--- config.mk ---
export PLATFORM = sky130hd
export DESIGN_NAME = zeroriscy_dmem_arbiter
export DESIGN_NICKNAME = d
export VERILOG_FILES = /design/src/rtl/zeroriscy_dmem_arbiter.sv
export SDC_FILE = /design/constraint.sdc
export NUM_CORES = 1
export LEC_CHECK = 0
export CAP_MARGIN = 0
export CORE_AREA = 5 5 131 133
export CTS_CLUSTER_DIAMETER = 80
export DETAILED_ROUTE_END_ITERATION = 12
export DIE_AREA = 0 0 136 138
export GPL_ROUTABILITY_DRIVEN = 0
export PLACE_DENSITY = 0.72
export SLEW_MARGIN = 25
export SYNTH_ARGS = -nofsm -noshare
export SYNTH_HDL_FRONTEND = slang
export SYNTH_SLANG_ARGS = --single-unit
--- constraint.sdc ---
create_clock -name clk -period 3 [get_ports clk]
set_input_delay 0.75 -clock clk [delete_from_list [all_inputs] [get_ports clk]]
set_output_delay 0.75 -clock clk [all_outputs]
set_load 0.01 [all_outputs]
--- src/rtl/zeroriscy_dmem_arbiter.sv ---
// Shares the simulation data RAM between the zero-riscy LSU and a host/loader port,
// and decodes tohost/console writes. Define DMEM_ARB_ROUND_ROBIN_EN for round-robin contention.
module zeroriscy_dmem_arbiter #(
    parameter logic [31:0] MEM_BASE     = 32'h8000_0000,
    parameter int unsigned MEM_WORDS    = 393216,
    parameter logic [31:0] CONSOLE_ADDR = 32'h9a10_0000,
    parameter logic [31:0] TOHOST0      = 32'h8000_1000,
    parameter logic [31:0] TOHOST1      = 32'h8000_3000,
    parameter logic [31:0] TOHOST2      = 32'h8017_fffc
) (
    input  logic        clk,
    input  logic        reset,
    input  logic        data_req_i,
    input  logic        data_we_i,
    input  logic [3:0]  data_be_i,
    input  logic [31:0] data_addr_i,
    input  logic [31:0] data_wdata_i,
    output logic        data_gnt_o,
    output logic        data_rvalid_o,
    output logic [31:0] data_rdata_o,
    output logic        data_err_o,
    input  logic        host_req_i,
    input  logic        host_we_i,
    input  logic [31:0] host_addr_i,
    input  logic [31:0] host_wdata_i,
    output logic        host_gnt_o,
    output logic        host_rvalid_o,
    output logic [31:0] host_rdata_o,
    output logic        host_err_o,
    output logic        mem_req_o,
    output logic        mem_we_o,
    output logic [3:0]  mem_be_o,
    output logic [29:0] mem_addr_o,
    output logic [31:0] mem_wdata_o,
    input  logic [31:0] mem_rdata_i,
    output logic        tohost_valid_o,
    output logic [31:0] tohost_data_o,
    output logic        console_valid_o,
    output logic [7:0]  console_char_o
);
    typedef enum logic [1:0] {OWNER_NONE, OWNER_CORE, OWNER_HOST} owner_e;
    typedef enum logic [1:0] {KIND_MEM, KIND_CONSOLE, KIND_ERR} kind_e;

    localparam logic [29:0] BASE_WORD  = MEM_BASE[31:2];
    localparam logic [29:0] WORD_COUNT = 30'(MEM_WORDS);

    logic        contended, core_pref;
    logic        core_gnt, host_gnt, any_gnt;
    logic        sel_we;
    logic [3:0]  sel_be;
    logic [29:0] sel_word, ram_word;
    logic [31:0] sel_wdata;
    logic        is_console, in_ram, mem_access, is_tohost;

    owner_e      rsp_owner_q, rsp_owner_d;
    kind_e       rsp_kind_q, rsp_kind_d;
    logic        tohost_valid_q;
    logic [31:0] tohost_data_q;
    logic        console_valid_q;
    logic [7:0]  console_char_q;

    // Byte offsets within a word play no part in decode or indexing.
    logic unused_addr_bits;
    assign unused_addr_bits = ^{data_addr_i[1:0], host_addr_i[1:0]};

    assign contended = data_req_i && host_req_i;

`ifdef DMEM_ARB_ROUND_ROBIN_EN
    // Set when the core won the last contended grant, so the host wins the next tie.
    logic rr_core_last_q;
    always_ff @(posedge clk) begin
        if (reset)          rr_core_last_q <= 1'b1;
        else if (contended) rr_core_last_q <= core_gnt;
    end
    assign core_pref = !rr_core_last_q;
`else
    assign core_pref = 1'b1;
`endif

    always_comb begin
        // NOTE: grants are combinational but masked by reset so nothing is accepted while it is held.
        core_gnt   = !reset && data_req_i && (!contended || core_pref);
        host_gnt   = !reset && host_req_i && !(contended && core_pref);
        any_gnt    = core_gnt || host_gnt;

        sel_we     = core_gnt ? data_we_i         : host_we_i;
        sel_be     = core_gnt ? data_be_i         : 4'hF;
        sel_word   = core_gnt ? data_addr_i[31:2] : host_addr_i[31:2];
        sel_wdata  = core_gnt ? data_wdata_i      : host_wdata_i;

        ram_word   = sel_word - BASE_WORD;
        in_ram     = (sel_word >= BASE_WORD) && (ram_word < WORD_COUNT);
        is_console = core_gnt && data_we_i && (data_addr_i[31:2] == CONSOLE_ADDR[31:2]);
        mem_access = any_gnt && in_ram && !is_console;
        is_tohost  = core_gnt && data_we_i && mem_access &&
                     ((sel_word == TOHOST0[31:2]) || (sel_word == TOHOST1[31:2]) ||
                      (sel_word == TOHOST2[31:2]));

        rsp_owner_d = OWNER_NONE;
        if (core_gnt)      rsp_owner_d = OWNER_CORE;
        else if (host_gnt) rsp_owner_d = OWNER_HOST;

        rsp_kind_d = KIND_ERR;
        if (is_console)      rsp_kind_d = KIND_CONSOLE;
        else if (mem_access) rsp_kind_d = KIND_MEM;
    end

    assign data_gnt_o  = core_gnt;
    assign host_gnt_o  = host_gnt;
    assign mem_req_o   = mem_access;
    assign mem_we_o    = mem_access && sel_we;
    assign mem_be_o    = mem_access ? sel_be    : 4'h0;
    assign mem_addr_o  = mem_access ? ram_word  : 30'd0;
    assign mem_wdata_o = mem_access ? sel_wdata : 32'd0;

    // NOTE: all state here is sequential and assigned non-blocking; the RAM itself lives outside.
    always_ff @(posedge clk) begin
        if (reset) begin
            rsp_owner_q     <= OWNER_NONE;
            rsp_kind_q      <= KIND_MEM;
            tohost_valid_q  <= 1'b0;
            tohost_data_q   <= 32'd0;
            console_valid_q <= 1'b0;
            console_char_q  <= 8'd0;
        end else begin
            rsp_owner_q     <= rsp_owner_d;
            rsp_kind_q      <= rsp_kind_d;
            tohost_valid_q  <= is_tohost;
            tohost_data_q   <= is_tohost ? data_wdata_i : 32'd0;
            console_valid_q <= is_console;
            console_char_q  <= is_console ? data_wdata_i[7:0] : 8'd0;
        end
    end

    // Responses are masked by reset so an access in flight when reset rises returns nothing.
    assign data_rvalid_o   = !reset && (rsp_owner_q == OWNER_CORE);
    assign host_rvalid_o   = !reset && (rsp_owner_q == OWNER_HOST);
    assign data_err_o      = data_rvalid_o && (rsp_kind_q == KIND_ERR);
    assign host_err_o      = host_rvalid_o && (rsp_kind_q == KIND_ERR);
    assign data_rdata_o    = (data_rvalid_o && rsp_kind_q == KIND_MEM) ? mem_rdata_i : 32'd0;
    assign host_rdata_o    = (host_rvalid_o && rsp_kind_q == KIND_MEM) ? mem_rdata_i : 32'd0;
    assign tohost_valid_o  = !reset && tohost_valid_q;
    assign tohost_data_o   = tohost_valid_o ? tohost_data_q : 32'd0;
    assign console_valid_o = !reset && console_valid_q;
    assign console_char_o  = console_valid_o ? console_char_q : 8'd0;
endmodule

---- Word level (Yosys, flattened, before mapping) ----
Index checks and enable logic that the tools add are counted.
storage, ports and cells
  output and inout bits ................... 180
  input port bits ......................... 170
  register bits ........................... 46
  word-level logic and storage cells ...... 66
cells by class
  reductions and logical operators ........ 31
  magnitude comparators ................... 2
  mux-type cells .......................... 15
  add/subtract/negate cells ............... 1
  equality and inequality tests ........... 7
  bitwise gates (word level) .............. 2
operators with widths
  operator                  count
  $mux W32                  5
  $eq A30 B30 Y1 const B    4
  $mux W30                  2
  $ge A30 B30 Y1 const B    1
  $lt A30 B19 Y1 const B    1
  $sub A30 B30 Y30 const B  1
  $logic_and A1 B1 Y1       20
  $mux W4                   2
  $mux W8                   1
  $reduce_or A2 Y1          4
  $eq A2 B2 Y1 const B      2
  $mux W2                   2
  $logic_not A1 Y1          3
  $logic_or A1 B1 Y1        3
  $mux W1                   3
  $eq A2 B1 Y1 const B      1
  $logic_not A2 Y1          1
  $not A1 Y1                2

---- Logic depth before layout (Yosys ltp) ----
  depth after elaboration ................. 12
  depth in mapped cells ................... 9
  depth with buffers taken out ............ 6

---- Worst setup path before layout ----
OpenSTA, ideal clock, no wires.
  path type ............................... input-to-output
  start ................................... in data_addr_i[22]
  end ..................................... out mem_wdata_o[1]
  arrival ................................. 2214 ps
  data required time ...................... 2250 ps
  path slack .............................. 36 ps
  path buffers ............................ 1
  stages on the path ...................... 5
  cell sequence ........................... or4_1 o31ai_2 o2111ai_2 clkbuf_1 a21oi_1
between the ends
  cells in the longest elaborated chain, start to end .. 7
  elaborated cells between the ends (all ways) .. 11
  those cells by class .................... 1 x add/sub; 2 x order compare; 1 x eq/ne; 2 x mux; 5 x reduce/logical
RTL lines
  what                   RTL line  source
  start, declared        16        input logic [31:0] data_addr_i,
  $mux W30               88        sel_word = core_gnt ? data_addr_i[31:2] : host_addr_i[31:2];
  $sub A30 B30 Y30       91        ram_word = sel_word - BASE_WORD;
  $lt A30 B19 Y1         92        in_ram = (sel_word >= BASE_WORD) && (ram_word < WORD_COUNT);
  $logic_and A1 B1 Y1    92
  $logic_and A1 B1 Y1    94        mem_access = any_gnt && in_ram && !is_console;
  $logic_and A1 B1 Y1 *  94
  $mux W32 *             114       assign mem_wdata_o = mem_access ? sel_wdata : 32'd0;
  end, declared          34        output logic [31:0] mem_wdata_o,
Mark *: on every way between the ends. The rest lies on a longest branch, timed or not.

---- Worst setup path in the final report ----
  start ................................... in data_addr_i[26]
  end ..................................... out mem_wdata_o[30]
The elaborated chain is that of the path after synthesis.

==> impl_summary.log <==
INFO  metric crit_path_frequent_cell = sky130_fd_sc_hd__buf_6
INFO  metric finalPower = 1.61 mW
INFO  metric layout.core_utilization = 50.1%
INFO  metric final-instance-count-excl-fill = 1101
INFO  metric data_arrival_time_of_the_critical_path = 2.60 ns
INFO  metric flow.area_growth_from_synthesis = 127%
INFO  metric worst_path_largest_cell_delay = 0.55 ns
INFO  metric maxCapViolCount = 0
INFO  metric cts_inserted_buffers = 5
INFO  metric placed_area = 7270 sq um
INFO  metric floorplan.initialDensity = 22.1%
INFO  metric finalHoldViolCount = 0
INFO  metric synthCells = 510
INFO  metric port-buffer-count = 334
INFO  metric setup_tns = -14.99 ns
INFO  metric power_density = 204 nW/um^2
INFO  metric post-synth-top-area-cell = sky130_fd_sc_hd__dfxtp_1
INFO  metric postRouteWirelength = 19800 um
INFO  metric end_kind = primary output
INFO  metric tightest_slew = 0.562 ns
INFO  metric yosys.area_share.simple = 56.8%
INFO  metric vias_in_the_first_global_route = 4975
INFO  metric crit_required = 2.25 ns
INFO  metric worst-setup-path-type = in2out
INFO  metric final_critical_path_setup_slack = -0.350 ns
INFO  metric synth_top_family_by_area = simple AND/OR/NAND/NOR gates
INFO  metric ios = 350
INFO  metric yosys.area.top_type_share = 26.0%
INFO  metric finalNetCount = 1054
INFO  metric setup_viol = 57
INFO  metric grt_antenna_before_repair = 0
INFO  metric clk_pin_slew = 0.06 ns
INFO  metric core-area = 15700 sq um
INFO  metric number_of_sinks_driven_by_the_clock_tree = 45
INFO  metric grt-ovfl-total = 0
INFO  metric die_area = 18800 sq um
INFO  metric grt_pass1_wl = 27600 um
INFO  metric tritoncts = yes
INFO  metric crit_path_max_fanout = 6
INFO  metric synth.distinct_cells = 33
INFO  metric grt_start_max_net_pins = 40
INFO  metric critPathLaunchType = input pin
INFO  metric run_status = finished with violations
INFO  metric cts_max_level = 2
INFO  metric slew_headroom = 62.5%
INFO  metric vdd.ir_drop.worst = 0.195 mV
INFO  metric avgRoutedWirePerCell = 18.0 um
INFO  metric final_design_area_no_fill = 7880 sq um
INFO  metric synth.ff_latch_count = 45
INFO  metric dpl_worst_slack = -0.949 ns
INFO  metric grt_use_total = 18.2%
INFO  metric via_per_inst = 4.55
INFO  metric fillerInstances = 1544
INFO  metric number_of_vias_in_the_routed_layout = 5015
INFO  metric synth_warnings = 0
INFO  metric worstHoldPathType = in2reg
INFO  metric detailed_place_hpwl = 13900 um
INFO  metric final_worst_hold_slack = 0.860 ns
INFO  metric timing.final.crit_period = 3.35 ns
INFO  metric post_cts_hold_buffer_count = 0
INFO  metric rows = 46
INFO  metric grt_setup_unrepaired = yes
INFO  metric critical_path.cell_chain = buf_6, or4b_4, o31ai_4, o2111ai_4, buf_6, buf_6, buf_6, a21oi_2, buf_2
INFO  metric post-route-period-util = 112%
INFO  metric synthesis.area_per_instance = 6.80 sq um
INFO  metric cts-root-buf = sky130_fd_sc_hd__clkbuf_16
INFO  metric place.detailed.instances = 1054
INFO  metric ys_seq_area_share = 26.0%
INFO  metric num_antenna_cells = 0
INFO  metric yosys.area_share.xor_xnor = 0%
INFO  metric synthTopCellsByArea = sky130_fd_sc_hd__dfxtp_1, sky130_fd_sc_hd__and2_1, sky130_fd_sc_hd__nand2_1, sky130_fd_sc_hd__nor4_2, sky130_fd_sc_hd__a21oi_1
INFO  metric drtAntennaViolNets = 0
INFO  metric synthAdderAreaFrac = 0%
INFO  metric largest_buffer_count_on_any_clock_path = 2
INFO  metric mux_contribution_to_synthesized_area = 0%
INFO  metric detail_route.first_pass.iterations = 4
INFO  metric drt_iter0_drc = 144
INFO  metric drive_gt1_share = 33.0%
INFO  metric die_w = 136 um
INFO  metric share_of_the_synthesized_area_in_compound_gates_ao_oa_aoi_oai = 8.99%
INFO  metric die_h = 138 um
INFO  metric violated_checks = setup timing
INFO  metric post-route-drc-count = 0
INFO  metric fmax = 298 MHz
INFO  metric power.static_leakage = 3.39 nW
INFO  metric slew_viol_final = 0
INFO  metric synthesis.area = 3470 sq um
INFO  metric timing.critical_path.slowest_stage_cell = sky130_fd_sc_hd__or4b_4
sequential cells by signal, summed over array words and instances, names as in the netlist:
signal	cells
tohost_data_q	32
console_char_q	8
tohost_valid_q	1
rsp_owner_q	2
rsp_kind_q	2
area by class of cell:
type / count / area, sq um / area share [%]
multi-input combinational: 415 / 2660 / 33.8
inverter: 6 / 27.5 / 0.349
tap: 216 / 270 / 3.43
sequential: 45 / 901 / 11.4
clock buffer: 6 / 129 / 1.64
timing repair buffer: 411 / 3880 / 49.2
clock inverter: 2 / 10.0 / 0.127
report_power, final:
part / leakage (nW) / total, mW / switching [mW] / internal [mW]
Sequential: 0.363 / 0.602 / 0.00210 / 0.599
Clock: 0.0706 / 0.525 / 0.219 / 0.306
Combinational: 2.95 / 0.480 / 0.207 / 0.273
kinds of logic (layout without fill, tap and decap cells):
logic type / count (synthesis) / after routing
compound gates: 57 / 57
simple gates: 347 / 347
buf+inv: 60 / 425
flops: 45 / 45
other cells: 1 / 11
synth_stat cells:
cell type                     n
sky130_fd_sc_hd__and2_1     112
sky130_fd_sc_hd__dfxtp_1     45
sky130_fd_sc_hd__nor3_1       9
sky130_fd_sc_hd__o22ai_1      1
sky130_fd_sc_hd__a21oi_1     52
sky130_fd_sc_hd__or3b_2       1
sky130_fd_sc_hd__buf_4       12
sky130_fd_sc_hd__o2111ai_2    1
sky130_fd_sc_hd__o31ai_1      1
sky130_fd_sc_hd__o311a_1      1
sky130_fd_sc_hd__nand3b_1     1
sky130_fd_sc_hd__nand2b_1     1
sky130_fd_sc_hd__nand2_1    140
sky130_fd_sc_hd__or4_1        2
sky130_fd_sc_hd__nor2_1      14
sky130_fd_sc_hd__o31ai_2      1
sky130_fd_sc_hd__clkbuf_1    34
sky130_fd_sc_hd__nor4_1      13
sky130_fd_sc_hd__nor4_2      29
sky130_fd_sc_hd__buf_2        8
sky130_fd_sc_hd__nand3_1      4
sky130_fd_sc_hd__inv_2        2
sky130_fd_sc_hd__nor3b_1      3
sky130_fd_sc_hd__inv_1        4
sky130_fd_sc_hd__or3_1        1
sky130_fd_sc_hd__nand2b_2     1
sky130_fd_sc_hd__nand4_1      9
sky130_fd_sc_hd__conb_1       1
sky130_fd_sc_hd__or4b_1       1
sky130_fd_sc_hd__and3_1       1
sky130_fd_sc_hd__and4b_1      1
sky130_fd_sc_hd__nor2b_1      3
sky130_fd_sc_hd__nor2_2       1
routing by layer:
metal	routed length (um)	up-vias	global-route usage, %	share of wire, %
met5	0	-	0	0
li1	-	2423	-	-
met1	7940	2312	21.7	40
met4	585	0	5.41	3.0
met3	1520	47	3.88	7.7
met2	9740	233	32.4	49
cells in the final DEF (no fill, tap or decap), drive strengths merged:
cell           count
clkdlybuf4s50    198
buf              141
nand2            140
and2             112
a21oi             52
dfxtp             45
nor4              42
clkbuf            34
dlygate4sd2       21
clkdlybuf4s15     17
nor2              15
conb              11
nand4              9
nor3               9
inv                6
dlymetal6s2s       4
nand3              4
nor3b              3
nor2b              3
o31ai              2
clkinv             2
bufbuf             2
nand2b             2
or4                2
and4b              1
or4b               1
o2111ai            1
or3b               1
o22ai              1
and3               1
o311a              1
nand3b             1
or3                1
final timing paths:
kind | to | cells after the start | slack, ns | start
worst min-delay path | rsp_owner_q[1] | 3 | 0.86 | reset
worst max-delay path | mem_wdata_o[30] | 9 | -0.35 | data_addr_i[26]
critical path: cells and delay by family:
kind                   cells  cell delay (ns)
buffers and inverters      5             0.69
AO/OA/AOI/OAI              3             0.61
AND/OR/NAND/NOR            1             0.55
repair_timing:
item	CTS	global route
gates cloned	4	7
resized for setup	321	208
pin swaps	9	13
buffers inserted	19	16
hold endpoints to repair	0	0
setup endpoints to repair	167	101
(Power assumes the default switching activity.)
